### config.mk
export PLATFORM = sky130hd
export DESIGN_NAME = hilo_muldiv_unit_flat
export DESIGN_NICKNAME = d
export VERILOG_FILES = /design/src/rtl/hilo_muldiv_if.sv /design/src/rtl/hilo_muldiv_unit.sv /design/src/flat_wrapper.sv
export SDC_FILE = /design/constraint.sdc
export NUM_CORES = 1
export LEC_CHECK = 0
export ABC_CLOCK_PERIOD_IN_PS = 16600
export CORE_MARGIN = 1
export CORE_UTILIZATION = 45
export CTS_CLUSTER_SIZE = 30
export DETAILED_ROUTE_END_ITERATION = 10
export PLACE_DENSITY = 0.62
export RECOVER_POWER = 50
export SYNTH_ARGS = -nofsm -noshare
export SYNTH_HDL_FRONTEND = slang
export SYNTH_SLANG_ARGS = --single-unit
### constraint.sdc
create_clock -name clk -period 16.6 [get_ports clk]
set_input_delay 1.66 -clock clk [delete_from_list [all_inputs] [get_ports clk]]
set_output_delay 1.66 -clock clk [all_outputs]
set_load 0.1 [all_outputs]
### src/rtl/hilo_muldiv_if.sv
// Request/response bundle between the core and the HI/LO multiply/divide unit.
interface hilo_muldiv_if #(parameter int WIDTH = 32);
    logic             start;
    logic [2:0]       op;
    logic [WIDTH-1:0] input_1;
    logic [WIDTH-1:0] input_2;
    logic             flush;
    logic [WIDTH-1:0] hi_output;
    logic [WIDTH-1:0] lo_output;
    logic             busy;
    logic             done;
    logic             div_by_zero;

    modport master (
        output start, op, input_1, input_2, flush,
        input  hi_output, lo_output, busy, done, div_by_zero
    );

    modport slave (
        input  start, op, input_1, input_2, flush,
        output hi_output, lo_output, busy, done, div_by_zero
    );
endinterface

### src/rtl/hilo_muldiv_unit.sv
// Iterative HI/LO multiply/divide unit: shift-add multiply, restoring divide, sign fix-up.
// MULDIV_FAST_MULT_EN: when defined, MULT/MULTU finish in the accepting cycle.
module hilo_muldiv_unit #(
    parameter int WIDTH = 32
) (
    input logic          clk,
    input logic          reset,
    hilo_muldiv_if.slave bus
);
    localparam int CW = $clog2(WIDTH);

    typedef enum logic [1:0] {IDLE, RUN, FIX} state_t;

    state_t           state_q, state_d;
    logic [CW-1:0]    cnt_q, cnt_d;
    logic             is_div_q, is_div_d;
    logic             is_uns_q, is_uns_d;
    logic [WIDTH-1:0] a_q, a_d, b_q, b_d, mb_q, mb_d;
    logic [WIDTH-1:0] p_hi_q, p_hi_d, p_lo_q, p_lo_d;
    logic [WIDTH-1:0] hi_q, hi_d, lo_q, lo_d;
    logic             done_q, done_d, dbz_q, dbz_d;
    logic             load;

    logic             in1_neg, in2_neg, a_neg, b_neg;
    logic [WIDTH-1:0] mag1, mag2;
    logic [WIDTH:0]   mul_sum, rem_sh, rem_diff;
    logic             rem_ge;
    logic [2*WIDTH-1:0] prod_fix;
    logic [WIDTH-1:0] quo_fix, rem_fix;

    assign in1_neg = ~bus.op[0] & bus.input_1[WIDTH-1];
    assign in2_neg = ~bus.op[0] & bus.input_2[WIDTH-1];
    assign mag1    = in1_neg ? -bus.input_1 : bus.input_1;
    assign mag2    = in2_neg ? -bus.input_2 : bus.input_2;
    assign a_neg   = ~is_uns_q & a_q[WIDTH-1];
    assign b_neg   = ~is_uns_q & b_q[WIDTH-1];

    // Multiply: {p_hi, p_lo} shifts right, multiplicand magnitude added into p_hi.
    assign mul_sum  = {1'b0, p_hi_q} + (p_lo_q[0] ? {1'b0, mb_q} : '0);
    // Divide: remainder in p_hi, dividend bits shift out of p_lo, quotient bits shift in.
    assign rem_sh   = {p_hi_q, p_lo_q[WIDTH-1]};
    assign rem_diff = rem_sh - {1'b0, mb_q};
    assign rem_ge   = ~rem_diff[WIDTH];

    assign prod_fix = (a_neg ^ b_neg) ? -{p_hi_q, p_lo_q} : {p_hi_q, p_lo_q};
    assign quo_fix  = (a_neg ^ b_neg) ? -p_lo_q : p_lo_q;
    assign rem_fix  = a_neg ? -p_hi_q : p_hi_q;

`ifdef MULDIV_FAST_MULT_EN
    logic [2*WIDTH-1:0] fast_prod;
    assign fast_prod = {{WIDTH{in1_neg}}, bus.input_1} * {{WIDTH{in2_neg}}, bus.input_2};
`endif

    always_comb begin
        state_d  = state_q;
        cnt_d    = cnt_q;
        is_div_d = is_div_q;
        is_uns_d = is_uns_q;
        a_d      = a_q;
        b_d      = b_q;
        mb_d     = mb_q;
        p_hi_d   = p_hi_q;
        p_lo_d   = p_lo_q;
        hi_d     = hi_q;
        lo_d     = lo_q;
        done_d   = 1'b0;
        dbz_d    = 1'b0;
        load     = 1'b0;

        case (state_q)
            IDLE: begin
                if (bus.start && !bus.flush) begin
                    if (bus.op == 3'b100) begin
                        hi_d = bus.input_1;
                    end else if (bus.op == 3'b101) begin
                        lo_d = bus.input_1;
                    end else if (!bus.op[2]) begin
`ifdef MULDIV_FAST_MULT_EN
                        if (!bus.op[1]) begin
                            hi_d   = fast_prod[2*WIDTH-1:WIDTH];
                            lo_d   = fast_prod[WIDTH-1:0];
                            done_d = 1'b1;
                        end else begin
                            load = 1'b1;
                        end
`else
                        load = 1'b1;
`endif
                    end
                end
            end
            RUN: begin
                if (is_div_q) begin
                    p_hi_d = rem_ge ? rem_diff[WIDTH-1:0] : rem_sh[WIDTH-1:0];
                    p_lo_d = {p_lo_q[WIDTH-2:0], rem_ge};
                end else begin
                    p_hi_d = mul_sum[WIDTH:1];
                    p_lo_d = {mul_sum[0], p_lo_q[WIDTH-1:1]};
                end
                if (cnt_q == '0) begin
                    state_d = FIX;
                end else begin
                    cnt_d = cnt_q - 1'b1;
                end
            end
            FIX: begin
                if (is_div_q && (b_q == '0)) begin
                    hi_d  = a_q;
                    lo_d  = '1;
                    dbz_d = 1'b1;
                end else if (is_div_q) begin
                    hi_d = rem_fix;
                    lo_d = quo_fix;
                end else begin
                    hi_d = prod_fix[2*WIDTH-1:WIDTH];
                    lo_d = prod_fix[WIDTH-1:0];
                end
                done_d  = 1'b1;
                state_d = IDLE;
            end
            default: state_d = IDLE;
        endcase

        if (load) begin
            is_div_d = bus.op[1];
            is_uns_d = bus.op[0];
            a_d      = bus.input_1;
            b_d      = bus.input_2;
            p_hi_d   = '0;
            p_lo_d   = bus.op[1] ? mag1 : mag2;
            mb_d     = bus.op[1] ? mag2 : mag1;
            cnt_d    = CW'(WIDTH - 1);
            state_d  = RUN;
        end

        // Flush abandons any in-flight work without touching HI/LO.
        if (bus.flush) begin
            state_d = IDLE;
            hi_d    = hi_q;
            lo_d    = lo_q;
            done_d  = 1'b0;
            dbz_d   = 1'b0;
        end
    end

    always_ff @(posedge clk or posedge reset) begin
        if (reset) begin
            state_q  <= IDLE;
            cnt_q    <= '0;
            is_div_q <= 1'b0;
            is_uns_q <= 1'b0;
            a_q      <= '0;
            b_q      <= '0;
            mb_q     <= '0;
            p_hi_q   <= '0;
            p_lo_q   <= '0;
            hi_q     <= '0;
            lo_q     <= '0;
            done_q   <= 1'b0;
            dbz_q    <= 1'b0;
        end else begin
            state_q  <= state_d;
            cnt_q    <= cnt_d;
            is_div_q <= is_div_d;
            is_uns_q <= is_uns_d;
            a_q      <= a_d;
            b_q      <= b_d;
            mb_q     <= mb_d;
            p_hi_q   <= p_hi_d;
            p_lo_q   <= p_lo_d;
            hi_q     <= hi_d;
            lo_q     <= lo_d;
            done_q   <= done_d;
            dbz_q    <= dbz_d;
        end
    end

    assign bus.hi_output   = hi_q;
    assign bus.lo_output   = lo_q;
    assign bus.busy        = (state_q != IDLE);
    assign bus.done        = done_q;
    assign bus.div_by_zero = dbz_q;
endmodule

### src/flat_wrapper.sv
// flat-port wrapper written by rule: the top's interface ports become plain ports
module hilo_muldiv_unit_flat 
#(
    parameter int WIDTH = 32
)
  (clk, reset, bus_start, bus_op, bus_input_1, bus_input_2, bus_flush, bus_hi_output, bus_lo_output, bus_busy, bus_done, bus_div_by_zero);
  hilo_muldiv_if #(.WIDTH(WIDTH)) bus_i ();
  input logic clk;
  input logic reset;
  input wire logic [$bits(bus_i.start)-1:0] bus_start;
  input wire logic [$bits(bus_i.op)-1:0] bus_op;
  input wire logic [$bits(bus_i.input_1)-1:0] bus_input_1;
  input wire logic [$bits(bus_i.input_2)-1:0] bus_input_2;
  input wire logic [$bits(bus_i.flush)-1:0] bus_flush;
  output wire logic [$bits(bus_i.hi_output)-1:0] bus_hi_output;
  output wire logic [$bits(bus_i.lo_output)-1:0] bus_lo_output;
  output wire logic [$bits(bus_i.busy)-1:0] bus_busy;
  output wire logic [$bits(bus_i.done)-1:0] bus_done;
  output wire logic [$bits(bus_i.div_by_zero)-1:0] bus_div_by_zero;
  assign bus_i.start = bus_start;
  assign bus_i.op = bus_op;
  assign bus_i.input_1 = bus_input_1;
  assign bus_i.input_2 = bus_input_2;
  assign bus_i.flush = bus_flush;
  assign bus_hi_output = bus_i.hi_output;
  assign bus_lo_output = bus_i.lo_output;
  assign bus_busy = bus_i.busy;
  assign bus_done = bus_i.done;
  assign bus_div_by_zero = bus_i.div_by_zero;
  hilo_muldiv_unit #(.WIDTH(WIDTH)) u_core (.clk(clk), .reset(reset), .bus(bus_i));
endmodule
==> reports/summary.txt, run 1 <==
final instance area = 20340 um^2
Synthesis Warnings = 0
largest net degree at the start of global routing = 106
number of diodes = 0
slowest stage cell, crit path = clkbuf_1
worst-path cell chain = dlygate4sd3_1, clkinvlp_2, clkbuf_1
Area Growth Syn to Fin = 14.67%
Final Total Pwr = 0.003534 W
clock tree buffer depth = 3
cell count after synthesis = 2282
Worst slew margin = -2.350
Die Y = 200.5 um
largest area contributor in the netlist = dfrtp_1
r2r startpoint = u_core.state_q[0]
Die ar. = 40210 um^2
Slew Viols, Final = 413
met2 Use GR = 0.4952
core area = 38740 um^2
status = finished, violations left
share of flip-flops with an asynchronous set or reset = 1.000
Crit Path Class = input port to async pin
mean routed wirelength per cell = 23.16 um
f_max = 119.5 MHz
# rows = 72
hold_sp = u_core.a_q[29]
I/O pin cnt = 138
Clock Pin Slew Worst Setup and Hold Paths = 0.06 ns
Crit. Startpoint = reset
Worst Path Arrival = 8.08 ns
failing checks = capacitance limit, slew limit
synth top area cells = dfrtp_1 (33%), nand2_1 (8.8%), o21ai_0 (5.7%)
Post-synth top cells = nand2_1 (417), dfrtp_1 (235), o21ai_0 (201)
startpoint types = input port
Peak supply drop = 0.07607 mV
I/O Buffers = 137
drt first pass iters = 5
total CTS buffers = 29
DR vias/cell = 6.116
most frequent cell after synthesis = nand2_1
worst hold path class = register to register
GRT busiest layer = met2
crit path buf inv count = 3
share of layout cells above drive strength 1 = 0.04872
Netlist cell types = 80
global-route wire length before repair = 100700 um
final hold vios = 0
Worst-Margin Slew = 4.998 ns
max cap viols = 6
setup repair bufs after CTS = 0
Post-CTS Resized = 0
Final Cycle Share = 0.5042
power per cell area = 173.8 nW/um^2
Critical Path RT = 16.31 ns
number of synthesized flops with an enable pin = 0
post-synthesis register bit count = 235
DRT antenna net count = 0
Top Family by Delay on Critical Path = buffers and inverters
final setup vio count = 0
TritonCTS clock tree = built
initial core utilization = 0.4578
RSZ-0062 raised after global routing = false
CP max FO = 105
CTS sink cnt = 235
H-tree lvl count = 1
met1 usage = 0.4718
final core utilization = 0.5250
share of the synthesized area in the top cell type = 0.3316
NumNets Final = 2461
DRT Wirelength = 66180 um
Worst-Skew Late Latency = 0.57 ns
P_leak = 8.945 nW
Hold Path Stages = 2
Fin Setup TNS = 0 ns
syn_area_per_cell = 7.771 um^2
Post-CTS Hold Buffers = 0
HPWL after DPL = 49780 um
final period demand of the worst path = 8.370 ns
most common flop cell mapped by yosys = dfrtp_1
GPL Wtd Cong = 0.9485
critical path depth = 3
post-synth net total = 2425
Root Buffer Master = clkbuf_16
Netlist Area Pre-Place = 17730 um^2
reg2reg path depth = 6
initial antenna violation count = 0
CP endpoint kind = async pin
met3 usage = 0.04075
Remaining Overflow, GRT = 0
critical path's largest stage delay = 3.07 ns
Via Count = 17480
total global-route track usage = 0.3238
1st-iter DRT viols = 1501
Die Wd = 200.5 um
DRC violations left = 0
post-synthesis sequential area ratio = 0.3316
vias in the first global route = 16430
Post-DP Area = 19400 um^2
Max Clock Skew = 0.009859 ns
[final timing paths]
path                            slack (ns)           endpoint
worst max-delay path                  8.23  u_core.p_hi_q[28]
worst min-delay path                  0.47     u_core.a_q[29]
worst max register to register       11.19  u_core.p_lo_q[31]
worst min register to register        0.47     u_core.a_q[29]
max in group clk                     10.06  u_core.p_lo_q[31]
min in group asynchronous             3.04      u_core.a_q[6]
[metal layers]
layer,vias up,share of wire
li1,8182,-
met1,8493,0.45
met2,694,0.44
met3,110,0.073
met4,0,0.034
met5,-,0
[stage by stage]
stage	std cells	setup slack [ns]	hold slack, ns
2_1_floorplan	2282	8.494	0.4374
3_3_place_gp	2805	11.77	0.4521
3_5_place_dp	2805	11.76	0.4572
4_1_cts	2858	12.13	0.4747
5_1_grt	2858	6.937	0.4928
6_report	2858	8.230	0.4688
[cell families (layout without fill, tap and decap cells)]
group | count (synthesis) | in the layout | share of synthesized area
AO/OA/AOI/OAI | 678 | 678 | 0.2376
XOR/XNOR | 171 | 171 | 0.08445
adder cells (fa/ha/maj) | 72 | 72 | 0.05164
buffers and inverters | 215 | 273 | 0.04621
flip-flops | 235 | 235 | 0.3316
multiplexers | 57 | 57 | 0.03252
AND/OR/NAND/NOR | 854 | 854 | 0.2160
[worst reg2reg max path, cell delays in order (launching register included)]
cell	delay, ns
dfrtp_1	0.55
nor2_1	0.21
nand2_1	0.65
clkbuf_1	2.37
buf_4	0.92
nor2_1	0.21
a221o_1	0.37
[placed cells by master, fill, tap and decap left out, types with 16 or more instances in the layout]
cell type        instances
nand3_1                 47
a21o_1                  36
a211oi_1                16
ha_1                    70
o211ai_1                31
nor3_1                  42
dfrtp_1                234
buf_4                   16
a21oi_1                158
or3_1                   16
inv_1                   60
clkbuf_16               29
xnor2_1                 91
a31oi_1                 21
o21ai_0                201
mux2i_1                 52
o22ai_1                 35
nand2_1                417
nor2_1                 181
nor4_1                  28
xor2_1                  80
o21ai_1                 28
nand2b_1                18
clkdlybuf4s50_1        132
o221ai_1                27
[sequential cells by signal, indices dropped and copies added, names as in the netlist]
name                    cells
u_core.is_uns_q             1
u_core.state_q              2
u_core.is_div_q             1
u_core.bus.done             1
u_core.cnt_q                5
u_core.mb_q                32
u_core.bus.lo_output       32
u_core.b_q                 32
u_core.bus.div_by_zero      1
u_core.a_q                 32
u_core.p_hi_q              32
u_core.p_lo_q              32
u_core.bus.hi_output       32
[power by group]
part	leakage (nW)	switching [W]	internal [W]	total (W)
Sequential	2.95	0.000240	0.000714	0.000954
Combinational	5.52	0.00125	0.000686	0.00193
Clock	0.475	0.000268	0.000382	0.000649
[cell type report]
type | count | area, um^2
clock buffer | 38 | 829.5
clock inverter | 15 | 142.6
fill | 3778 | 18400
inverter | 62 | 234.0
multi-input combinational | 1832 | 11100
sequential | 235 | 5882
tap | 518 | 648.1
timing repair buffer | 158 | 1505
Note: power is estimated with default switching activity, not from simulation.
==> inputs of run 2 (changes only) <==
- ABC_CLOCK_PERIOD_IN_PS: 16600 -> 7200
- PLACE_DENSITY: 0.62 -> 0.65
- clock period: 16.6 -> 7.2 ns (I/O delays scaled with it)
==> run 2 against run 1 <==
Net effect:
- the flow still finishes with violations (capacitance limit, slew limit)
- sequential cell count unchanged
- core utilization decreased by 0.16 points
- die area unchanged
- clock skew increased by 0.0032 ns
- critical path type unchanged
- largest power group unchanged
==> reports/summary.txt, run 2 (synthesis gave the netlist of run 1 again) <==
status = finished, violations left
failing checks = capacitance limit, slew limit
CP endpoint kind = async pin
Max Clock Skew = 0.01302 ns (+0.003160 ns)
Hold Path End = u_core.a_q[29]
final setup vio count = 0 (unchanged)
Remaining Overflow, GRT = 0 (unchanged)
DRT Wirelength = 64900 um (-1.9%)
Worst-Margin Slew = 5.029 ns (+0.03136 ns)
drt first pass iters = 6 (+1)
# rows = 72 (unchanged)
initial core utilization = 0.4578 (unchanged)
power per cell area = 398.3 nW/um^2 (+130%)
1st-iter DRT viols = 1641 (+9.3%)
Clock Pin Slew Worst Setup and Hold Paths = 0.06 ns (about the same)
Final Total Pwr = 0.008075 W (+130%)
f_max = 212.7 MHz
Die ar. = 40210 um^2 (unchanged)
global-route wire length before repair = 99540 um (-1.1%)
Die Wd = 200.5 um (unchanged)
HPWL after DPL = 48230 um (-3.1%)
DRC violations left = 0 (unchanged)
most frequent cells in the layout = nand2_1 (417), dfrtp_1 (234), o21ai_0 (201)
GRT busiest layer = met2
Post-CTS Resized = 0 (unchanged)
met1 usage = 0.4595 (-0.01237)
P_leak = 8.931 nW (-0.15%)
Peak supply drop = 0.2360 mV (+210%)
final hold vios = 0 (unchanged)
Critical Path RT = 7.71 ns (-8.60 ns)
Worst-Skew Late Latency = 0.56 ns (about the same)
Hold Path Stages = 2 (unchanged)
GPL Wtd Cong = 1.026 (+8.2%)
max cap viols = 3 (-3)
startpoint types = input port
reg2reg path depth = 5 (-1)
Die Y = 200.5 um (unchanged)
total global-route track usage = 0.3169 (-0.006969)
total CTS buffers = 29 (unchanged)
hold_sp = u_core.a_q[29]
DRT antenna net count = 0 (unchanged)
Layout fillers = 3676 (-2.7%)
Reg area = 5882 um^2 (unchanged)
share of layout cells above drive strength 1 = 0.04540 (-0.003322)
CTS sink cnt = 235 (unchanged)
Fin Setup TNS = 0 ns (unchanged)
TritonCTS clock tree = built
Root Buffer Master = clkbuf_16
Via Count = 17630 (+0.86%)
initial antenna violation count = 1 (+1)
largest net degree at the start of global routing = 108 (+1.9%)
area occupied by multi-input gates = 11090 um^2 (about the same)
Slew Viols, Final = 228 (-45%)
r2r startpoint = u_core.state_q[0]
RSZ-0062 raised after global routing = false
number of diodes = 0 (unchanged)
reg2reg end = u_core.p_lo_q[20]
DR vias/cell = 6.179 (+1.0%)
Worst Path Arrival = 5.21 ns (-2.87 ns)
met2 Use GR = 0.4836 (-0.01153)
setup repair bufs after CTS = 0 (unchanged)
CP max FO = 107 (+1.9%)
final period demand of the worst path = 4.701 ns
Area Growth Syn to Fin = 14.32%
I/O Buffers = 137 (unchanged)
vias in the first global route = 16540 (+0.66%)
I/O pin cnt = 138 (unchanged)
mean routed wirelength per cell = 22.75 um (-1.8%)
Final Cycle Share = 0.6529
clock tree buffer depth = 3 (unchanged)
Post-CTS Hold Buffers = 0 (unchanged)
commonest non-fill, non-tap cell in the layout = nand2_1
core area = 38740 um^2 (unchanged)
worst hold path class = register to register
met3 usage = 0.03880 (-0.001948)
H-tree lvl count = 1 (unchanged)
NumNets Final = 2459 (-0.081%)
Worst slew margin = -2.371 (-0.02103)
R2R setup slack = 3.01 ns (-8.18 ns)
Crit Path Class = input port to async pin
[run 2: changes by cell type in the layout (fill, tap and decap cells not counted), moves of 2 or more]
| cell | delta |
|---|---|
| clkinvlp_4 | -4 |
| buf_4 | +2 |
| clkbuf_8 | -2 |
| clkinv_4 | -2 |
[run 2: worst max-delay path by stage]
stage,cells past startpoint,slack (ns),end,from
after floorplan,1,0.03,u_core.a_q[0],reset
after global placement,10,3.37,u_core.p_lo_q[28],bus_input_2[2]
after detailed placement,10,3.25,u_core.p_lo_q[28],bus_input_2[2]
after CTS,13,3.32,u_core.p_hi_q[25],u_core.p_lo_q[0]
after global routing,3,1.70,u_core.is_div_q,reset
final,3,2.50,u_core.is_div_q,reset
[run 2: per-stage QoR]
stage,cell area (um^2),hold WS (ns),setup slack (ns),instances,utilization
final,20270,0.4636,2.499,2853,0.5234
after global routing,20270,0.5003,1.704,2853,0.5234
after CTS,20300,0.4691,3.321,2853,0.5240
after detailed placement,19380,0.4549,3.250,2803,0.5003
after global placement,19380,0.4547,3.371,2803,0.5003
after floorplan,17730,0.4374,0.03366,2282,-
[run 2: routing by layer]
metal  vias up  share of wire  routed length (um)
met5         -              0                   0
met4         0          0.040                2607
met1      8488           0.45               28930
met3       120          0.081                5279
met2       835           0.43               28080
li1       8186              -                   -
[run 2: final cells by class]
| cell class | instances | area share |
|---|---|---|
| Clock inverter | 9 | 0.004875 |
| Inverter | 62 | 0.01154 |
| Timing Repair Buffer | 156 | 0.07424 |
| Tap cell | 518 | 0.03197 |
| Sequential cell | 235 | 0.2901 |
| Multi-Input combinational cell | 1832 | 0.5468 |
| Clock buffer | 41 | 0.04048 |
[run 2: power by group]
group | switching, W | total (W) | internal [W]
sequential | 0.000537 | 0.00218 | 0.00165
combinational | 0.00286 | 0.00445 | 0.00158
clock | 0.000585 | 0.00144 | 0.000857
total | 0.00399 | 0.00807 | 0.00409
[run 2: worst max-delay path: stages]
cell	delay, ns
dlygate4sd3_1	0.55
clkinvlp_2	2.79
buf_4	1.05
==> inputs of run 3 (changes only) <==
- ABC_CLOCK_PERIOD_IN_PS: 7200 -> 4600
- PLACE_DENSITY: 0.65 -> 0.62
- clock period: 7.2 -> 4.6 ns (I/O delays scaled with it)
==> run 3 against run 2 <==
Net effect:
- the run still ends with capacitance limit, slew limit left
- cell count is 0.95% higher
- via count is 0.82% higher
- sequential power is 55% higher
- largest power group unchanged
==> reports/summary.txt, run 3 (synthesis gave the netlist of run 1 again) <==
Via Count = 17770 (+0.82%)
core area = 38740 um^2 (unchanged)
mean routed wirelength per cell = 23.38 um (+2.8%)
critical path's largest stage delay = 0.60 ns (-2.19 ns)
final hold vios = 0 (unchanged)
Final Total Pwr = 0.01281 W (+59%)
Layout fillers = 3718 (+1.1%)
startpoint types = register
Die Wd = 200.5 um (unchanged)
hold_sp = bus_op[1]
final instance area = 20510 um^2 (+1.2%)
status = finished, violations left
HPWL after DPL = 50760 um (+5.3%)
slowest stage cell, crit path = a21o_1
Slew Viols, Final = 147 (-36%)
DR vias/cell = 6.172 (-0.12%)
Worst slew margin = -0.1369 (+2.234)
commonest non-fill, non-tap cell in the layout = nand2_1
final setup vio count = 0 (unchanged)
Max Clock Skew = 0.01744 ns (+0.004417 ns)
reg2reg path depth = 10 (+5)
I/O Buffers = 137 (unchanged)
TritonCTS clock tree = built
# rows = 72 (unchanged)
Worst-Skew Late Latency = 0.57 ns (about the same)
DRT Wirelength = 67320 um (+3.7%)
CP max FO = 14 (-87%)
DRC violations left = 0 (unchanged)
global-route wire length before repair = 102600 um (+3.1%)
Root Buffer Master = clkbuf_16
r2r startpoint = u_core.p_hi_q[26]
max cap viols = 3 (unchanged)
1st-iter DRT viols = 1812 (+10%)
Remaining Overflow, GRT = 0 (unchanged)
total global-route track usage = 0.3289 (+0.01208)
CTS sink cnt = 235 (unchanged)
most frequent cells in the layout = nand2_1 (417), dfrtp_1 (234), o21ai_0 (201)
total CTS buffers = 29 (unchanged)
Final Cycle Share = 0.8505
Area Growth Syn to Fin = 15.68%
number of diodes = 0 (unchanged)
final period demand of the worst path = 3.913 ns
Crit. Startpoint = u_core.p_hi_q[26]
NumNets Final = 2484 (+1.0%)
Final Hold Slack = 0.4201 ns (-0.04351 ns)
initial antenna violation count = 1 (unchanged)
Post-CTS Hold Buffers = 0 (unchanged)
Hold Path Stages = 3 (+1)
f_max = 255.6 MHz
Die ar. = 40210 um^2 (unchanged)
CP endpoint kind = register
clock tree buffer depth = 3 (unchanged)
Worst-Margin Slew = 1.705 ns (-3.324 ns)
Crit Path Class = register to register
worst hold path class = input port to register
Critical Path RT = 4.97 ns (-2.74 ns)
share of layout cells above drive strength 1 = 0.05715 (+0.01176)
GPL Wtd Cong = 0.9721 (-5.3%)
RSZ-0062 raised after global routing = false
vias in the first global route = 16560 (+0.11%)
DRT antenna net count = 0 (unchanged)
setup repair bufs after CTS = 0 (unchanged)
power per cell area = 624.6 nW/um^2 (+57%)
Post-CTS Resized = 0 (unchanged)
largest net degree at the start of global routing = 104 (-3.7%)
I/O pin cnt = 138 (unchanged)
drt first pass iters = 6 (unchanged)
H-tree lvl count = 1 (unchanged)
Fin Setup TNS = 0 ns (unchanged)
P_leak = 9.061 nW (+1.4%)
Peak supply drop = 0.3384 mV (+43%)
failing checks = capacitance limit, slew limit
Die Y = 200.5 um (unchanged)
Clock Pin Slew Worst Setup and Hold Paths = 0.07 ns (about the same)
initial core utilization = 0.4578 (unchanged)
Worst Path Arrival = 4.28 ns (-0.93 ns)
Post-DP Area = 19610 um^2 (+1.2%)
worst-path cell chain = ha_1, a21oi_1, o21ai_0, or3_1, o221a_2, nor2_1, a21o_1, nor2_1, a21oi_1, o221ai_1
## run 3: changes by cell type in the layout (fill, tap and decap cells not counted), moves of 2 or more
cell / delta
clkinvlp_4: +4
clkinv_2: -2
buf_4: +20
buf_12: +2
clkbuf_2: +4
clkbuf_1: -2
## run 3: cell type report
type	instances	area [um^2]	area share
Multi-Input combinational cell	1832	11090	0.5406
Timing Repair Buffer	181	1712	0.08343
Sequential cell	235	5882	0.2867
Tap cell	518	648.1	0.03159
Clock inverter	11	118.9	0.005794
Inverter	62	234.0	0.01141
Clock buffer	41	830.8	0.04050
## run 3: worst paths after layout
check,endpoint,slack [ns]
setup reg to reg,u_core.p_lo_q[0],0.69
max in group asynchronous,u_core.b_q[1],1.79
hold / removal,u_core.mb_q[31],0.42
hold reg to reg,u_core.a_q[17],0.47
min in group asynchronous,u_core.a_q[5],0.60
setup / recovery,u_core.p_lo_q[0],0.69
## run 3: metrics by stage
stage | setup WS, ns | util | std cells
4_1_cts | 0.7737 | 0.5308 | 2880
6_report | 0.6875 | 0.5296 | 2880
2_1_floorplan | 1.062 | - | 2282
3_5_place_dp | 0.6664 | 0.5063 | 2828
5_1_grt | 0.5006 | 0.5296 | 2880
3_3_place_gp | 0.6983 | 0.5063 | 2828
## run 3: critical path: cells and delay by family, from the launching register on
kind            cells  cell delay [ns]
simple gates        3             0.72
fa+ha+maj           1             0.49
flops               1             0.52
compound gates      6             1.97
## run 3: per-layer routing
metal,GRT usage,vias to the layer above,wire [um]
met2,0.5102,754,29770
met1,0.4711,8640,30140
met3,0.04432,141,4933
met5,0,-,15
met4,0.1096,2,2464
li1,-,8237,-
## run 3: power breakdown
group	switching (W)	leakage [nW]	internal [W]	total (W)
Clock	0.000964	0.456	0.00136	0.00233
Sequential	0.000802	2.95	0.00258	0.00338
Combinational	0.00457	5.66	0.00254	0.00711
